$ cat src/rtl/fifo_pkg.sv
// Shared constants and types for the single-clock FIFO buffer.
// Imported by the interface, the RTL, the assertion checker and the testbench.
package fifo_pkg;

    localparam int WIDTH     = 8;
    localparam int DEPTH     = 16;
    localparam int PTR_WIDTH = $clog2(DEPTH);

    typedef logic [WIDTH-1:0] data_t;
    // One extra MSB beyond the address bits separates "full" from "empty" after a wrap.
    typedef logic [PTR_WIDTH:0] ptr_t;

endpackage : fifo_pkg

$ cat src/rtl/fifo_buffer_if.sv
// Producer/consumer bundle for fifo_buffer.
// The master drives requests and write data; the slave (the FIFO) returns data and status.
interface fifo_buffer_if;
    import fifo_pkg::*;

    logic  wr_en;
    logic  rd_en;
    data_t wdata;
    data_t rdata;
    logic  full;
    logic  empty;
    logic  overflow;
    logic  underflow;

    modport master (
        output wr_en, rd_en, wdata,
        input  rdata, full, empty, overflow, underflow
    );

    modport slave (
        input  wr_en, rd_en, wdata,
        output rdata, full, empty, overflow, underflow
    );

endinterface : fifo_buffer_if

$ cat src/rtl/fifo_buffer_sva.sv
// Concurrent properties for fifo_buffer: flag consistency, blocked-access stability,
// error-pulse causality and reset values.
module fifo_buffer_sva
    import fifo_pkg::*;
(
    input logic  wr_clk,
    input logic  rst,
    input logic  wr_en,
    input logic  rd_en,
    input logic  full,
    input logic  empty,
    input logic  overflow,
    input logic  underflow,
    input data_t rdata,
    input ptr_t  wr_ptr,
    input ptr_t  rd_ptr
);

    a_not_full_and_empty : assert property (
        @(posedge wr_clk) disable iff (rst) !(full && empty)
    );

    a_blocked_write_holds_ptr : assert property (
        @(posedge wr_clk) disable iff (rst) (wr_en && full) |=> $stable(wr_ptr)
    );

    a_blocked_read_holds_ptr : assert property (
        @(posedge wr_clk) disable iff (rst) (rd_en && empty) |=> ($stable(rd_ptr) && $stable(rdata))
    );

    a_overflow_cause : assert property (
        @(posedge wr_clk) disable iff (rst) overflow |-> $past(wr_en && full)
    );

    a_underflow_cause : assert property (
        @(posedge wr_clk) disable iff (rst) underflow |-> $past(rd_en && empty)
    );

    // Reset is asynchronous, so outputs must already be at their reset values at any edge seen under rst.
    a_reset_values : assert property (
        @(posedge wr_clk) rst |-> (empty && !full && !overflow && !underflow && (rdata == '0))
    );

endmodule : fifo_buffer_sva

$ cat src/rtl/fifo_buffer.sv
// Single-clock FIFO: DEPTH x WIDTH storage, registered read data, full/empty flags
// and one-cycle overflow/underflow pulses for dropped accesses.
module fifo_buffer
    import fifo_pkg::*;
(
    input logic           wr_clk,
    input logic           rst,
    fifo_buffer_if.slave  bus
);

    data_t mem [DEPTH];
    ptr_t  wr_ptr;
    ptr_t  rd_ptr;
    data_t rdata_q;
    logic  overflow_q;
    logic  underflow_q;

    logic full;
    logic empty;
    logic do_wr;
    logic do_rd;

    // Flags come straight from the registered pointers, so they reflect pre-edge state.
    assign empty = (wr_ptr == rd_ptr);
    assign full  = (wr_ptr[PTR_WIDTH] != rd_ptr[PTR_WIDTH]) &&
                   (wr_ptr[PTR_WIDTH-1:0] == rd_ptr[PTR_WIDTH-1:0]);

    assign do_wr = bus.wr_en && !full;
    assign do_rd = bus.rd_en && !empty;

    // NOTE: storage has no reset; contents are don't-care after reset, and leaving
    // the array unreset lets it map onto plain RAM instead of DEPTH*WIDTH flops.
    always_ff @(posedge wr_clk) begin
        if (do_wr) begin
            mem[wr_ptr[PTR_WIDTH-1:0]] <= bus.wdata;
        end
    end

    // NOTE: every sequential assignment is non-blocking so all registers update from
    // the same pre-edge values, regardless of statement order.
    always_ff @(posedge wr_clk or posedge rst) begin
        if (rst) begin
            wr_ptr <= '0;
        end else if (do_wr) begin
            wr_ptr <= wr_ptr + ptr_t'(1);
        end
    end

    always_ff @(posedge wr_clk or posedge rst) begin
        if (rst) begin
            rd_ptr  <= '0;
            rdata_q <= '0;
        end else if (do_rd) begin
            rdata_q <= mem[rd_ptr[PTR_WIDTH-1:0]];
            rd_ptr  <= rd_ptr + ptr_t'(1);
        end
    end

    // Error pulses are recomputed every edge, so they never stick past one cycle.
    always_ff @(posedge wr_clk or posedge rst) begin
        if (rst) begin
            overflow_q  <= 1'b0;
            underflow_q <= 1'b0;
        end else begin
            overflow_q  <= bus.wr_en && full;
            underflow_q <= bus.rd_en && empty;
        end
    end

    assign bus.rdata     = rdata_q;
    assign bus.full      = full;
    assign bus.empty     = empty;
    assign bus.overflow  = overflow_q;
    assign bus.underflow = underflow_q;

    fifo_buffer_sva u_sva (
        .wr_clk    (wr_clk),
        .rst       (rst),
        .wr_en     (bus.wr_en),
        .rd_en     (bus.rd_en),
        .full      (full),
        .empty     (empty),
        .overflow  (overflow_q),
        .underflow (underflow_q),
        .rdata     (rdata_q),
        .wr_ptr    (wr_ptr),
        .rd_ptr    (rd_ptr)
    );

endmodule : fifo_buffer

$ cat src/flat_wrapper.sv
// flat-port wrapper written by rule: the top's interface ports become plain ports
module fifo_buffer_flat import fifo_pkg::*;
  (wr_clk, rst, bus_wr_en, bus_rd_en, bus_wdata, bus_rdata, bus_full, bus_empty, bus_overflow, bus_underflow);
  fifo_buffer_if bus_i ();
  input logic wr_clk;
  input logic rst;
  input wire logic [$bits(bus_i.wr_en)-1:0] bus_wr_en;
  input wire logic [$bits(bus_i.rd_en)-1:0] bus_rd_en;
  input wire logic [$bits(bus_i.wdata)-1:0] bus_wdata;
  output wire logic [$bits(bus_i.rdata)-1:0] bus_rdata;
  output wire logic [$bits(bus_i.full)-1:0] bus_full;
  output wire logic [$bits(bus_i.empty)-1:0] bus_empty;
  output wire logic [$bits(bus_i.overflow)-1:0] bus_overflow;
  output wire logic [$bits(bus_i.underflow)-1:0] bus_underflow;
  assign bus_i.wr_en = bus_wr_en;
  assign bus_i.rd_en = bus_rd_en;
  assign bus_i.wdata = bus_wdata;
  assign bus_rdata = bus_i.rdata;
  assign bus_full = bus_i.full;
  assign bus_empty = bus_i.empty;
  assign bus_overflow = bus_i.overflow;
  assign bus_underflow = bus_i.underflow;
  fifo_buffer u_core (.wr_clk(wr_clk), .rst(rst), .bus(bus_i));
endmodule
$ cat config.mk
export PLATFORM = sky130hd
export DESIGN_NAME = fifo_buffer_flat
export DESIGN_NICKNAME = d
export VERILOG_FILES = /design/src/rtl/fifo_pkg.sv /design/src/rtl/fifo_buffer_if.sv /design/src/rtl/fifo_buffer_sva.sv /design/src/rtl/fifo_buffer.sv /design/src/flat_wrapper.sv
export SDC_FILE = /design/constraint.sdc
export NUM_CORES = 1
export LEC_CHECK = 0
export CORE_MARGIN = 8
export CORE_UTILIZATION = 54
export DETAILED_ROUTE_END_ITERATION = 6
export PLACE_DENSITY = 0.79
export SKIP_LAST_GASP = 1
export SYNTH_ARGS = -nofsm -noshare
export SYNTH_HDL_FRONTEND = slang
export SYNTH_SLANG_ARGS = --single-unit
$ cat constraint.sdc
create_clock -name wr_clk -period 2.05 [get_ports wr_clk]
set_clock_uncertainty 0.1 [all_clocks]
set_input_delay 0.41 -clock wr_clk [delete_from_list [all_inputs] [get_ports wr_clk]]
set_output_delay 0.41 -clock wr_clk [all_outputs]
set_load 0.02 [all_outputs]
* Yosys cells after proc, flatten, opt, wreduce, memory -nomap -nowiden
Memory sizes are Yosys's and may differ from the RTL's. A register that Yosys moved wholly into a read port is not among the register bits.
Index checks and enable logic that the tools add are counted.
** Cells by class
- Reductions and logical operators :: 7
- Add/sub/neg operators :: 2
- Order comparisons :: 0
- Equality and inequality tests :: 3
- Bitwise gates (word level) :: 0
- Divide/modulo/power cells :: 0
- Shifts and indexed selects :: 0
- Mux-type cells :: 2
- Multipliers :: 0
** Operator list (number)
- 5-bit by 1-bit adder with 5-bit output (second input constant) :: 2
- 5-bit == test :: 1
- 1-bit logical AND :: 5
- 4-bit == test :: 1
- 1-bit logical NOT :: 2
- 1-bit two-way mux :: 2
- 1-bit inequality test :: 1
** Storage, ports and cells
- Logic and storage cells :: 19
- Latch bits :: 0
- ROM bits :: 0
- Memory bits (writable) :: 128
- Register bits after elaboration :: 12
- Memories :: 1
- Bits of input ports :: 12
- Output and inout port bits :: 12
** Memory list
- u_core.mem :: words 16, bits a word 8, rd ports 1, clocked after memory_dff 1, write ports 1, line fifo_buffer.sv:11 : data_t mem [DEPTH];

* Logic depth before layout (Yosys ltp)
- Depth after elaboration :: 6
- Gate-level depth with buffers :: 7
- Mapped depth without buffers :: 4

* Least setup slack after synthesis
No wires, ideal clock.
- Path type :: reg2reg
- From :: register u_core.wr_ptr[2]
- To :: memory u_core.mem[3][0] (netlist bit), enable pin
- Slack :: -0.088 ns
- Library setup time :: 0.383 ns
- Data required time :: 1.567 ns
- Arrival time :: 1.654 ns
- Stages on the path, launching flop included :: 6
- Path through :: dfrtp_1 > clkbuf_1 > xnor2_1 > nand4_2 > o211ai_1 > nor3_1
** Between the ends
- Longest elaborated chain between the ends :: 6
** RTL lines
- from (decl) :: line fifo_buffer.sv:12 : ptr_t wr_ptr;
- from (signal assigned) :: line fifo_buffer.sv:45 : wr_ptr <= wr_ptr + ptr_t'(1);
- 4-bit == test :: line fifo_buffer.sv:26 : (wr_ptr[PTR_WIDTH-1:0] == rd_ptr[PTR_WIDTH-1:0]);
- 1-bit logical AND :: line fifo_buffer.sv:25 : assign full = (wr_ptr[PTR_WIDTH] != rd_ptr[PTR_WIDTH]) &&
- 1-bit logical NOT :: line fifo_buffer.sv:28 : assign do_wr = bus.wr_en && !full;
- 1-bit logical AND :: line fifo_buffer.sv:28
- 1-bit two-way mux :: line fifo_buffer.sv:34 : if (do_wr) begin
- 1-bit two-way mux (implied by the code) :: line fifo_buffer.sv:35 : mem[wr_ptr[PTR_WIDTH-1:0]] <= bus.wdata;
- to (decl) :: line fifo_buffer.sv:11
Parallel ways exist; a longest one is shown, timed or not.

* Worst setup path after layout
- From :: register u_core.rd_ptr[1]
- To :: register u_core.rdata_q[0] (netlist: u_core.bus.rdata[0]) (read register of u_core.mem)
** Between the ends
- Longest elaborated chain between the ends :: 3
** RTL lines
- from (decl) :: line fifo_buffer.sv:13 : ptr_t rd_ptr;
- from (signal assigned) :: line fifo_buffer.sv:55 : rd_ptr <= rd_ptr + ptr_t'(1);
- 5-bit == test :: line fifo_buffer.sv:24 : assign empty = (wr_ptr == rd_ptr);
- 1-bit logical NOT :: line fifo_buffer.sv:29 : assign do_rd = bus.rd_en && !empty;
- 1-bit logical AND :: line fifo_buffer.sv:29
- to (decl) :: line fifo_buffer.sv:14 : data_t rdata_q;
Parallel ways exist; a longest one is shown, timed or not.
A chain may end at the register's enable or synchronous reset.

==> key figures <==
Place
  • Inst Count DP: 494
  • Post-DP HPWL: 7690 µm
  • # port buffers: 23
  • RePlAce Congestion: 0.845

Synthesis
  • Seq/Total Area, Yosys: 72.2%
  • Synth top cells by count: 128 x edfxtp_1, 20 x dfrtp_1, 18 x mux2_2
  • Synth Area in Adders: 1.04%
  • Seq cells post-synth: 148
  • Synth Cell Area: 6020 µm²
  • Multiplexer area fraction after synthesis: 15.8%
  • Asr flop ratio synth: 13.5%
  • Syn avg cell area: 19.5 µm²
  • Largest family of logic cells by synthesized area: multiplexers
  • YS warnings: 0
  • Post-synth top flop: edfxtp_1
  • Post-Syn Instances: 308
  • Netlist cell types: 31
  • Compound-Gate Fraction of Synth Area: 3.33%
  • Post-synth EDFFs: 128
  • Largest cells by area after synthesis: edfxtp_1 64%, dfrtp_1 8.3%, mux4_1 5.7%
  • Dominant cell type by area after synthesis: edfxtp_1
  • Most frequent cell after synthesis: edfxtp_1
  • Total nets after synthesis: 325
  • Simple-gate share of the synthesized area: 3.87%
  • Post-Synth XOR/XNOR Area: 2.04%
  • Yosys top cell area share: 63.9%

Die
  • Core area: 10800 µm²
  • Die area: 14800 µm²
  • Row count: 38
  • Die W: 122 µm
  • Die Y: 122 µm
  • I/O pin count: 24
  • Initial Utilization: 55.5%

Global routing
  • Vias in the first global route: 3284
  • Total gr overflow: 0
  • First-pass GRT wire length: 18700 µm
  • Largest net degree at the start of global routing: 22
  • Total GRT Usage: 17.4%
  • Initial antenna violation count: 0

Setup path
  • Most frequent CP cell: mux2_2
  • Critical path cell sequence: buf_12 > mux4_1 > mux2_2 > a22o_1 > mux2_2
  • Crit path max fanout: 13
  • Req. time, crit path: 2.36 ns
  • Register-to-register setup slack: -0.20 ns
  • Critical Path Source Type: register
  • Crit-path max cell delay: 0.55 ns
  • Critical setup path kind: register to register
  • Crit. End Element: register
  • CP arrival: 2.55 ns
  • Critical path's slowest cell: mux4_1
  • Worst path bufs/invs: 1
  • Delay-heaviest family, CP: multiplexers

Timing
  • Relative slew margins: 55.4%
  • Hold_ws: 0.121 ns
  • Max frequency: 445 MHz
  • Final hold vios: 0
  • Fin. max-slew vios: 0
  • Final worst setup slack: -0.196 ns
  • RSZ-0062 raised after global routing: true
  • Final setup fails: 18
  • Tcrit/Tclk final: 110%
  • Final min period: 2.25 ns
  • Worst-margin pin slew: 0.667 ns

Detailed routing
  • Met1 Wirelength: 4820 µm
  • Routed via count: 3126
  • Total Wirelength: 12300 µm
  • Highest metal used: met4
  • Initial DRC Count: 327
  • WL met3: 907 µm
  • Final ANT Viol Nets: 0
  • Routed len/inst: 23.2 µm
  • DRT Pass-1 Iters: 4
  • # DRC: 0
  • Met2 Routed Length: 6290 µm
  • Vias/cell: 5.91

Run status
  • Outcome: finished with violations
  • Violated checks: setup timing

Clock network
  • Clock sinks: 148
  • Clock transition at path regs: 0.06 ns
  • CTS tree: done
  • Num CTS Buffers: 17
  • Root buf cell: clkbuf_8
  • CTS HTree Levels: 4
  • CTS Hold Bufs: 0
  • CTS Buffer Depth: 2
  • Clk_lat worst skew: 0.52 ns

Cells and area
  • Share of layout cells above drive strength 1: 32.6%
  • # diodes: 0
  • Final cell count without fillers: 529
  • Net count, final: 393
  • Layout area overhead: 22.2%

Power
  • Leakage Power: 0.00265 µW
  • Worst vdd ir: 1130 µV
  • Cell Pwr Density: 1430 nW/µm²

Worst hold path
  • HP Class: input pin to asynchronous set/reset pin

Flow run
  • Max-cap viol count: 0
routing by layer:
layer  up-vias  global-route usage, %
met4         0                   8.56
met3        13                   3.98
met1      1608                   21.5
li1       1391                      -
met2       114                   28.6
met5         -                      0
metrics by stage:
stage	total power [µW]	cell area [µm²]	setup WS (ns)	setup TNS, ns	utilization, %
6_report	10500	7350	-0.196	-1.74	67.8
5_1_grt	11000	7350	-0.270	-4.22	67.8
4_1_cts	10200	7190	-0.179	-1.53	66.3
3_5_place_dp	7600	6670	-0.332	-15.82	61.6
3_3_place_gp	7480	6670	-0.293	-13.46	61.6
2_1_floorplan	6280	6040	0.00480	0	-
registers in the layout (all words and copies together), names as in the netlist:
name,flops
u_core.bus.overflow,1
u_core.bus.underflow,1
u_core.rd_ptr,5
u_core.wr_ptr,5
u_core.mem,128
u_core.bus.rdata,8
timing repair:
action                                  4_1_cts  5_1_grt
buffers inserted                              1        2
resized for setup                            20       33
endpoints found under the setup margin       52      134
cloned                                        0        1
endpoints found under the hold margin         0        0
pin swaps                                     0        3
kinds of logic (layout without fill, tap and decap cells):
family                   Yosys count  in the layout
AO/OA/AOI/OAI                     24             24
multiplexers                      58             58
XOR/XNOR                          14             14
adder cells (fa/ha/maj)            5              5
flip-flops                       148            148
AND/OR/NAND/NOR                   38             38
buffers and inverters             21            102
power by group:
part | leakage [µW] | internal, µW | switching (µW)
logic | 0.00102 | 2000 | 2010
clock network | 0.000241 | 1460 | 1100
registers | 0.00139 | 3740 | 208
final cells by class:
class / instances / area (µm²)
sequential: 148 / 4350
fill: 670 / 3490
multi-input combinational: 139 / 1720
timing repair buffer: 65 / 607
clock buffer: 20 / 425
tap: 140 / 175
clock inverter: 12 / 66.3
inverter: 5 / 18.8
worst reg2reg max path, stage by stage (launching register included):
cell and delay, ns:
dfrtp_1 0.43, buf_12 0.19, mux4_1 0.55, mux2_2 0.32, a22o_1 0.27, mux2_2 0.26
placed cells by master (no fill, tap or decap), drive strengths merged:
cell type	Yosys	layout
a211oi	1	1
a21oi	1	1
a221oi	8	8
a22o	8	8
and2	1	1
and3	15	15
and4	1	1
buf	11	44
clkbuf	5	20
clkdlybuf4s50	0	16
clkinv	0	9
clkinvlp	0	3
dfrtp	20	20
dlygate4sd2	0	2
dlymetal6s2s	0	3
edfxtp	128	128
ha	5	5
inv	5	5
mux2	18	18
mux2i	16	16
mux4	24	24
nand2b	8	8
nand3	1	1
nand4	1	1
nor2	4	4
nor2b	5	5
nor3	2	2
o2111ai	1	1
o211ai	4	4
o21ai	1	1
xnor2	12	12
xor2	2	2
final timing paths:
check	startpoint	end	cells after the start
setup / recovery	u_core.rd_ptr[1]	u_core.bus.rdata[0]	5
hold / removal	rst	u_core.bus.rdata[7]	3
setup reg to reg	u_core.rd_ptr[1]	u_core.bus.rdata[0]	5
hold reg to reg	u_core.bus.rdata[0]	u_core.bus.rdata[0]	1
max in group asynchronous	rst	u_core.rd_ptr[2]	3
min in group wr_clk	u_core.bus.rdata[0]	u_core.bus.rdata[0]	1
No activity file was read; power rests on OpenSTA's default activity.
